File: config.mk
export PLATFORM = sky130hd
export DESIGN_NAME = function_3bit_solver_flat
export DESIGN_NICKNAME = d
export VERILOG_FILES = /design/src/rtl/function_3bit_solver_if.sv /design/src/rtl/function_3bit_solver.sv /design/src/flat_wrapper.sv
export SDC_FILE = /design/constraint.sdc
export NUM_CORES = 1
export LEC_CHECK = 0
export ABC_AREA = 1
export BUFFER_PORTS_ARGS = -buffer_cell sky130_fd_sc_hd__buf_4
export CORE_ASPECT_RATIO = 1.4
export CORE_MARGIN = 10
export CORE_UTILIZATION = 40
export DETAILED_ROUTE_END_ITERATION = 8
export HOLD_SLACK_MARGIN = 0.02
export PLACE_DENSITY = 0.56
export SYNTH_ARGS = -nofsm -noshare
export SYNTH_HDL_FRONTEND = slang
export SYNTH_SLANG_ARGS = --single-unit
File: constraint.sdc
create_clock -name clk -period 1.9 [get_ports clk]
set_input_delay 0.285 -clock clk [delete_from_list [all_inputs] [get_ports clk]]
set_output_delay 0.285 -clock clk [all_outputs]
set_load 0.01 [all_outputs]
File: src/rtl/function_3bit_solver_if.sv
// Request/stream bundle for the 3-input function solver: sweep control in,
// matching vectors out over valid/ready, plus the final mask and count.
interface function_3bit_solver_if #(
   parameter int NVARS = 3,
   parameter int CNT_W = 4
);
   localparam int NVEC = 1 << NVARS;

   logic             start;
   logic             target;
   logic             busy;
   logic             m_valid;
   logic             m_ready;
   logic [NVARS-1:0] m_xyz;
   logic             done;
   logic [NVEC-1:0]  mask;
   logic [CNT_W-1:0] count;

   modport master (
      output start, target, m_ready,
      input  busy, m_valid, m_xyz, done, mask, count
   );

   modport slave (
      input  start, target, m_ready,
      output busy, m_valid, m_xyz, done, mask, count
   );
endinterface

File: src/rtl/function_3bit_solver.sv
// Inverse solver for f = x | (y & ~z): sweeps all {x,y,z}, streams each vector
// whose f equals the latched target, then pulses done with the minterm mask/count.
module function_3bit_solver #(
   parameter int NVARS = 3,
   parameter int CNT_W = 4
) (
   input  logic                   clk,
   input  logic                   rst,
   function_3bit_solver_if.slave  bus
);
   localparam int NVEC = 1 << NVARS;

   typedef enum logic [1:0] {IDLE, EVAL, OUT, DONE} state_e;

   state_e           state_q;
   logic [NVARS-1:0] idx_q;
   logic             tgt_q;
   logic             busy_q;
   logic             m_valid_q;
   logic [NVARS-1:0] m_xyz_q;
   logic             done_q;
   logic [NVEC-1:0]  mask_q;
   logic [CNT_W-1:0] count_q;

   logic             f_d;
   logic             last_d;
   logic [NVARS-1:0] idx_d;

   assign f_d    = idx_q[2] | (idx_q[1] & ~idx_q[0]);
   assign last_d = &idx_q;
   assign idx_d  = idx_q + NVARS'(1);

   always_ff @(posedge clk) begin
      if (rst) begin
         state_q   <= IDLE;
         idx_q     <= '0;
         tgt_q     <= 1'b0;
         busy_q    <= 1'b0;
         m_valid_q <= 1'b0;
         m_xyz_q   <= '0;
         done_q    <= 1'b0;
         mask_q    <= '0;
         count_q   <= '0;
      end else begin
         done_q <= 1'b0;
         case (state_q)
            IDLE: begin
               if (bus.start) begin
                  tgt_q   <= bus.target;
                  idx_q   <= '0;
                  mask_q  <= '0;
                  count_q <= '0;
                  busy_q  <= 1'b1;
                  state_q <= EVAL;
               end
            end
            EVAL: begin
               if (f_d == tgt_q) begin
                  mask_q[idx_q] <= 1'b1;
                  count_q       <= count_q + CNT_W'(1);
                  m_xyz_q       <= idx_q;
                  m_valid_q     <= 1'b1;
                  state_q       <= OUT;
               end else if (last_d) begin
                  done_q  <= 1'b1;
                  state_q <= DONE;
               end else begin
                  idx_q <= idx_d;
               end
            end
            OUT: begin
               // m_valid is always high here, so m_ready alone completes the handshake
               if (bus.m_ready) begin
                  m_valid_q <= 1'b0;
                  if (last_d) begin
                     done_q  <= 1'b1;
                     state_q <= DONE;
                  end else begin
                     idx_q   <= idx_d;
                     state_q <= EVAL;
                  end
               end
            end
            DONE: begin
               busy_q  <= 1'b0;
               state_q <= IDLE;
            end
            default: state_q <= IDLE;
         endcase
      end
   end

   assign bus.busy    = busy_q;
   assign bus.m_valid = m_valid_q;
   assign bus.m_xyz   = m_xyz_q;
   assign bus.done    = done_q;
   assign bus.mask    = mask_q;
   assign bus.count   = count_q;
endmodule

File: src/flat_wrapper.sv
// flat-port wrapper written by rule: the top's interface ports become plain ports
module function_3bit_solver_flat 
#(
   parameter int NVARS = 3,
   parameter int CNT_W = 4
)
  (clk, rst, bus_start, bus_target, bus_m_ready, bus_busy, bus_m_valid, bus_m_xyz, bus_done, bus_mask, bus_count);
  function_3bit_solver_if #(.NVARS(NVARS), .CNT_W(CNT_W)) bus_i ();
  input  logic clk;
  input  logic rst;
  input wire logic [$bits(bus_i.start)-1:0] bus_start;
  input wire logic [$bits(bus_i.target)-1:0] bus_target;
  input wire logic [$bits(bus_i.m_ready)-1:0] bus_m_ready;
  output wire logic [$bits(bus_i.busy)-1:0] bus_busy;
  output wire logic [$bits(bus_i.m_valid)-1:0] bus_m_valid;
  output wire logic [$bits(bus_i.m_xyz)-1:0] bus_m_xyz;
  output wire logic [$bits(bus_i.done)-1:0] bus_done;
  output wire logic [$bits(bus_i.mask)-1:0] bus_mask;
  output wire logic [$bits(bus_i.count)-1:0] bus_count;
  assign bus_i.start = bus_start;
  assign bus_i.target = bus_target;
  assign bus_i.m_ready = bus_m_ready;
  assign bus_busy = bus_i.busy;
  assign bus_m_valid = bus_i.m_valid;
  assign bus_m_xyz = bus_i.m_xyz;
  assign bus_done = bus_i.done;
  assign bus_mask = bus_i.mask;
  assign bus_count = bus_i.count;
  function_3bit_solver #(.NVARS(NVARS), .CNT_W(CNT_W)) u_core (.clk(clk), .rst(rst), .bus(bus_i));
endmodule
=== Yosys cells after proc, flatten, opt, wreduce, memory -nomap -nowiden ===
Cells that the tools add are included.

* Bits in registers: 24
* Input bits: 5
* Output and inout port bits: 18
* Word-level logic and storage cells: 68

* Add/sub/neg operators: 2
* $lt $le $gt $ge: 2
* Equal/unequal tests: 9
* Mux-type cells: 28
* Bitwise gates (word level): 4
* Reduce and logical (&&, ||, !) cells: 14

{| class="wikitable"
|+ Operator list
! operator !! count
|-
| $mux 8 || 2
|-
| $pmux 8 s2 || 1
|-
| $mux 3 || 4
|-
| $reduce_and 3->1 || 4
|-
| $mux 2 || 5
|-
| $pmux 3 s3 || 1
|-
| $mux 4 || 2
|-
| $or 8x8->8 || 1
|-
| $pmux 2 s4 || 1
|-
| $pmux 4 s2 || 1
|-
| $mux 1 || 7
|-
| $ne 2x2->1 const B || 3
|-
| $pmux 1 s2 || 3
|-
| $reduce_and 2->1 || 3
|-
| $reduce_bool 2->1 || 3
|-
| $add 4x1->4 const B || 1
|-
| $eq 2x2->1 const B || 2
|-
| $lt 3x4->1 const B || 1
|-
| $reduce_and 4->1 || 1
|-
| $add 3x1->3 const B || 1
|-
| $demux 1 s3 || 1
|-
| $ge 3x1->1 const B || 1
|-
| $ne 3x1->1 const B || 1
|-
| $reduce_bool 3->1 || 1
|-
| 8 further kinds || 8
|}

=== Logic depth before layout (Yosys ltp) ===
* Depth after elaboration: 7
* Depth in mapped cells: 11
* Mapped depth without buffers: 11

=== Worst setup path before layout ===
Ideal clock, no wire load.

* Kind: reg-to-reg
* Start point: reg u_core.state_q[1]
* End point: reg u_core.idx_q[2]
* Setup time: 0.113 ns
* Arrival: 1.377 ns
* Setup slack: 0.411 ns
* Stages on the path, launching flop included: 10
* Period minus slack after synthesis: 1.489 ns
* Path through: dfxtp_1 > inv_1 > ha_1 > a21o_1 > nor2_1 > nand2_1 > inv_1 > nand2_1 > nand2_1 > nor2_1

* Cells in the longest elaborated chain, start to end: 3

{| class="wikitable"
|+ RTL lines
! element !! line !! text
|-
| from (decl) || function_3bit_solver.sv:15 || <nowiki>state_e state_q;</nowiki>
|-
| from (signal assigned) || function_3bit_solver.sv:35 || <nowiki>state_q <= IDLE;</nowiki>
|-
| from (signal assigned) || function_3bit_solver.sv:54 || <nowiki>state_q <= EVAL;</nowiki>
|-
| from (signal assigned) || function_3bit_solver.sv:63 || <nowiki>state_q <= OUT;</nowiki>
|-
| $eq 2x1->1, or another cell as far along || function_3bit_solver.sv:46 || <nowiki>case (state_q)</nowiki>
|-
| $ne 2x2->1 (no line) or $reduce_bool 3->1 (tied branches) || - ||
|-
| $reduce_and 4->1 (no line) || - ||
|-
| to (signal assigned) || function_3bit_solver.sv:68 || <nowiki>idx_q <= idx_d;</nowiki>
|-
| to (signal assigned) || function_3bit_solver.sv:79 || <nowiki>idx_q <= idx_d;</nowiki>
|-
| to (decl) || function_3bit_solver.sv:16 || <nowiki>logic [NVARS-1:0] idx_q;</nowiki>
|}

Parallel ways exist; a longest one is shown, timed or not.
A chain may end at the register's enable or synchronous reset.

=== Worst setup path after layout ===
* Start point: reg u_core.idx_q[1]
* End point: reg u_core.count_q[1], in the netlist u_core.bus.count[1]

* Cells in the longest elaborated chain, start to end: 5

{| class="wikitable"
|+ RTL lines
! element !! line !! text
|-
| $and 1x1->1 || function_3bit_solver.sv:29 || <nowiki>assign f_d = idx_q[2] | (idx_q[1] & ~idx_q[0]);</nowiki>
|-
| $or 1x1->1 || function_3bit_solver.sv:29 ||
|-
| $eq 1x1->1 || function_3bit_solver.sv:58 || <nowiki>if (f_d == tgt_q) begin</nowiki>
|-
| $ne 2x1->1 (no line) || - ||
|-
| $reduce_and 3->1 (no line) || - ||
|-
| to (signal assigned) || function_3bit_solver.sv:60 || <nowiki>count_q <= count_q + CNT_W'(1);</nowiki>
|-
| to (decl) || function_3bit_solver.sv:23 || <nowiki>logic [CNT_W-1:0] count_q;</nowiki>
|}

Every way passes these cells.

==> impl_metrics.py <==
metrics = {
    "status": {
        "status": "completed",
    },
    "die": {
        "die_y_um": 88.7,
        "start_util_pct": 42.4,
        "dieWidth_um": 69.1,
        "core-area_um2": 3180,
        "rows": 24,
        "pin_count": 23,
        "die-area_um2": 6130,
    },
    "clock_network": {
        "clock-sinks": 24,
        "htreeDepth": 1,
        "cts.path.max_buffers": 2,
        "cts_tree": "done",
        "cts_resized": 0,
        "cts_buffers": 3,
        "cts_root_buf": "clkbuf_8",
        "insertion_delay_ps": 260,
        "post_cts_buffers": 0,
        "cts_hold_buf": 0,
        "path_clk_slew_ps": 90,
    },
    "synth": {
        "ys_ff_latch": 24,
        "synth.net_count": 191,
        "postSynthAreaPerCell_um2": 7.71,
        "netlist-cell-type-count": 29,
        "netlist_area_um2": 1350,
        "seq_area_frac_synth_pct": 35.6,
        "yosys_warnings": 0,
        "synthCells": 175,
    },
    "power_and_ir_drop": {
        "p_leak_nw": 0.758,
        "combPwrFrac_pct": 52.5,
        "power_frac_clock_pct": 17.1,
        "power.share.sequential_pct": 30.4,
        "power.density_nw_per_um2": 1600,
        "switching_share_pct": 43.8,
        "power_mw": 2.60,
        "peakVddDrop_v": 0.000749,
        "internal-power_mw": 1.46,
        "p_switching_mw": 1.14,
    },
    "sta": {
        "fin_worst_skew_ps": 3.79,
        "final_max_slew_viol_count": 0,
        "period_needed_ps": 1660,
        "worst_pin_slew_ps": 527,
        "tns_ps": 0,
        "grt_setup_unrepaired": "false",
        "fmax_mhz": 604,
        "fin_crit_sh_pct": 87.1,
        "worst_slack_ps": 245,
        "setup_viol": 0,
        "finalHoldViolCount": 0,
        "max-slew-margin-rel_pct": 64.8,
    },
    "placed_design": {
        "dp_hpwl_mm": 2.31,
        "pre_cts_slack_ps": 225,
        "gp_congestion": 0.806,
        "dpl.cell_count": 236,
        "io_buffers": 22,
    },
    "global_routing": {
        "grt_max_degree": 15,
        "grt_pass1_vias": 1143,
        "antenna_found_initial": 0,
        "grt-ovfl-total": 0,
        "globalRouteTotalUtil_pct": 9.76,
        "grt_pass1_wl_mm": 5.05,
    },
    "min_path": {
        "hold_path_depth": 2,
        "hold_class": "primary input to register",
    },
    "flow_run": {
        "max_cap_viol_count": 0,
    },
    "final_layout": {
        "fin_cells": 240,
        "fin_nets": 218,
        "layout_common_cells": "27 x nand2_1, 27 x buf_4, 24 x dfxtp_1",
        "num_antenna_cells": 0,
        "synthToLayoutAreaGrowth_pct": 20.5,
        "drive_gt1_share_pct": 24.4,
        "fillers": 339,
    },
    "routing": {
        "ant_nets": 0,
        "drc": 0,
        "vias": 1146,
        "wl_mm": 2.90,
        "wl_per_cell_um": 12.1,
        "dr.pass1.iters": 4,
        "drt_iter0_drc": 32,
        "viasPerCell": 4.78,
    },
    "worst_setup_path": {
        "crit_type": "register to register",
        "cp.arrival_ps": 1830,
        "r2r_cells": 10,
        "startpoint_type": "register",
        "cp.required_ps": 2070,
        "cp_max_fo": 12,
        "critPathCaptureType": "register",
    },
}
[through the flow]
stage                     hold WS (ps)  utilization, %  instance area (um^2)
after floorplan                    347               -                  1350
after global placement             439            48.8                  1550
after detailed placement           443            48.8                  1550
after CTS                          191            51.1                  1630
after global routing               184            51.1                  1630
final                              196            51.1                  1630
[power by group through the flow]
stage	clock network [mW]	logic (mW)	registers, mW
final	0.446	1.37	0.791
after CTS	0.461	1.39	0.792
after global placement	0	1.36	0.793
after floorplan	0	1.03	0.811
after detailed placement	0	1.39	0.802
after global routing	0.482	1.56	0.817
[cell families after synthesis]
family	synth area share [%]
fa+ha+maj	10.2
buf+inv	10.1
simple gates	28.9
flops	35.6
compound gates	14.6
xor+xnor	0.649
[worst paths after layout]
kind	start	end	slack, ps
worst max-delay path	u_core.idx_q[1]	u_core.bus.count[1]	240
worst min register to register	u_core.bus.mask[2]	u_core.bus.mask[2]	450
worst min-delay path	rst	u_core.bus.m_valid	200
worst max register to register	u_core.idx_q[1]	u_core.bus.count[1]	240
[cell type report]
| class | count | area (um^2) | area share [%] |
|---|---|---|---|
| clock inverter | 1 | 30.0 | 1.85 |
| sequential | 24 | 480 | 29.6 |
| multi-input combinational | 122 | 732 | 45.0 |
| inverter | 24 | 90.1 | 5.54 |
| clock buffer | 3 | 41.3 | 2.54 |
| tap | 39 | 48.8 | 3.00 |
| timing repair buffer | 27 | 203 | 12.5 |
[cell usage after synthesis, drive strengths merged]
| library cell | n | area share, % |
|---|---|---|
| nand2 | 31 | 10 |
| a31oi | 1 | 0.46 |
| nand3 | 14 | 8.2 |
| o21ai | 11 | 4.9 |
| nor3 | 8 | 3.0 |
| dfxtp | 24 | 36 |
| a21o | 1 | 0.56 |
| nand4 | 1 | 0.46 |
| nor2 | 23 | 7.1 |
| a211oi | 2 | 1.5 |
| a21oi | 17 | 6.6 |
| buf | 5 | 3.4 |
| inv | 24 | 6.7 |
| xor2 | 1 | 0.65 |
| o21a | 1 | 0.56 |
| ha | 11 | 10 |
[sequential cells by signal, indices dropped and copies added, names as in the netlist]
name	flops
u_core.tgt_q	1
u_core.idx_q	3
u_core.state_q	2
u_core.bus.m_valid	1
u_core.bus.done	1
u_core.bus.mask	8
u_core.bus.count	4
u_core.bus.m_xyz	3
u_core.bus.busy	1
[per-layer routing]
metal / global-route usage, % / routed length, um / vias up
met5: 0 / 0 / -
met1: 10.3 / 1260 / 514
li1: - / - / 616
met2: 18.0 / 1490 / 14
met3: 2.80 / 127 / 2
met4: 3.85 / 27 / 0
[critical path, cell delays in order (launching register included)]
cell,delay (ps)
dfxtp_1,490
ha_1,340
nor2_4,50
nand2_2,90
nand2_4,80
nand2_4,180
nand2_2,110
inv_2,90
nand2_1,50
nand2_1,50
nor2_1,40
No activity file was read; power rests on OpenSTA's default activity.
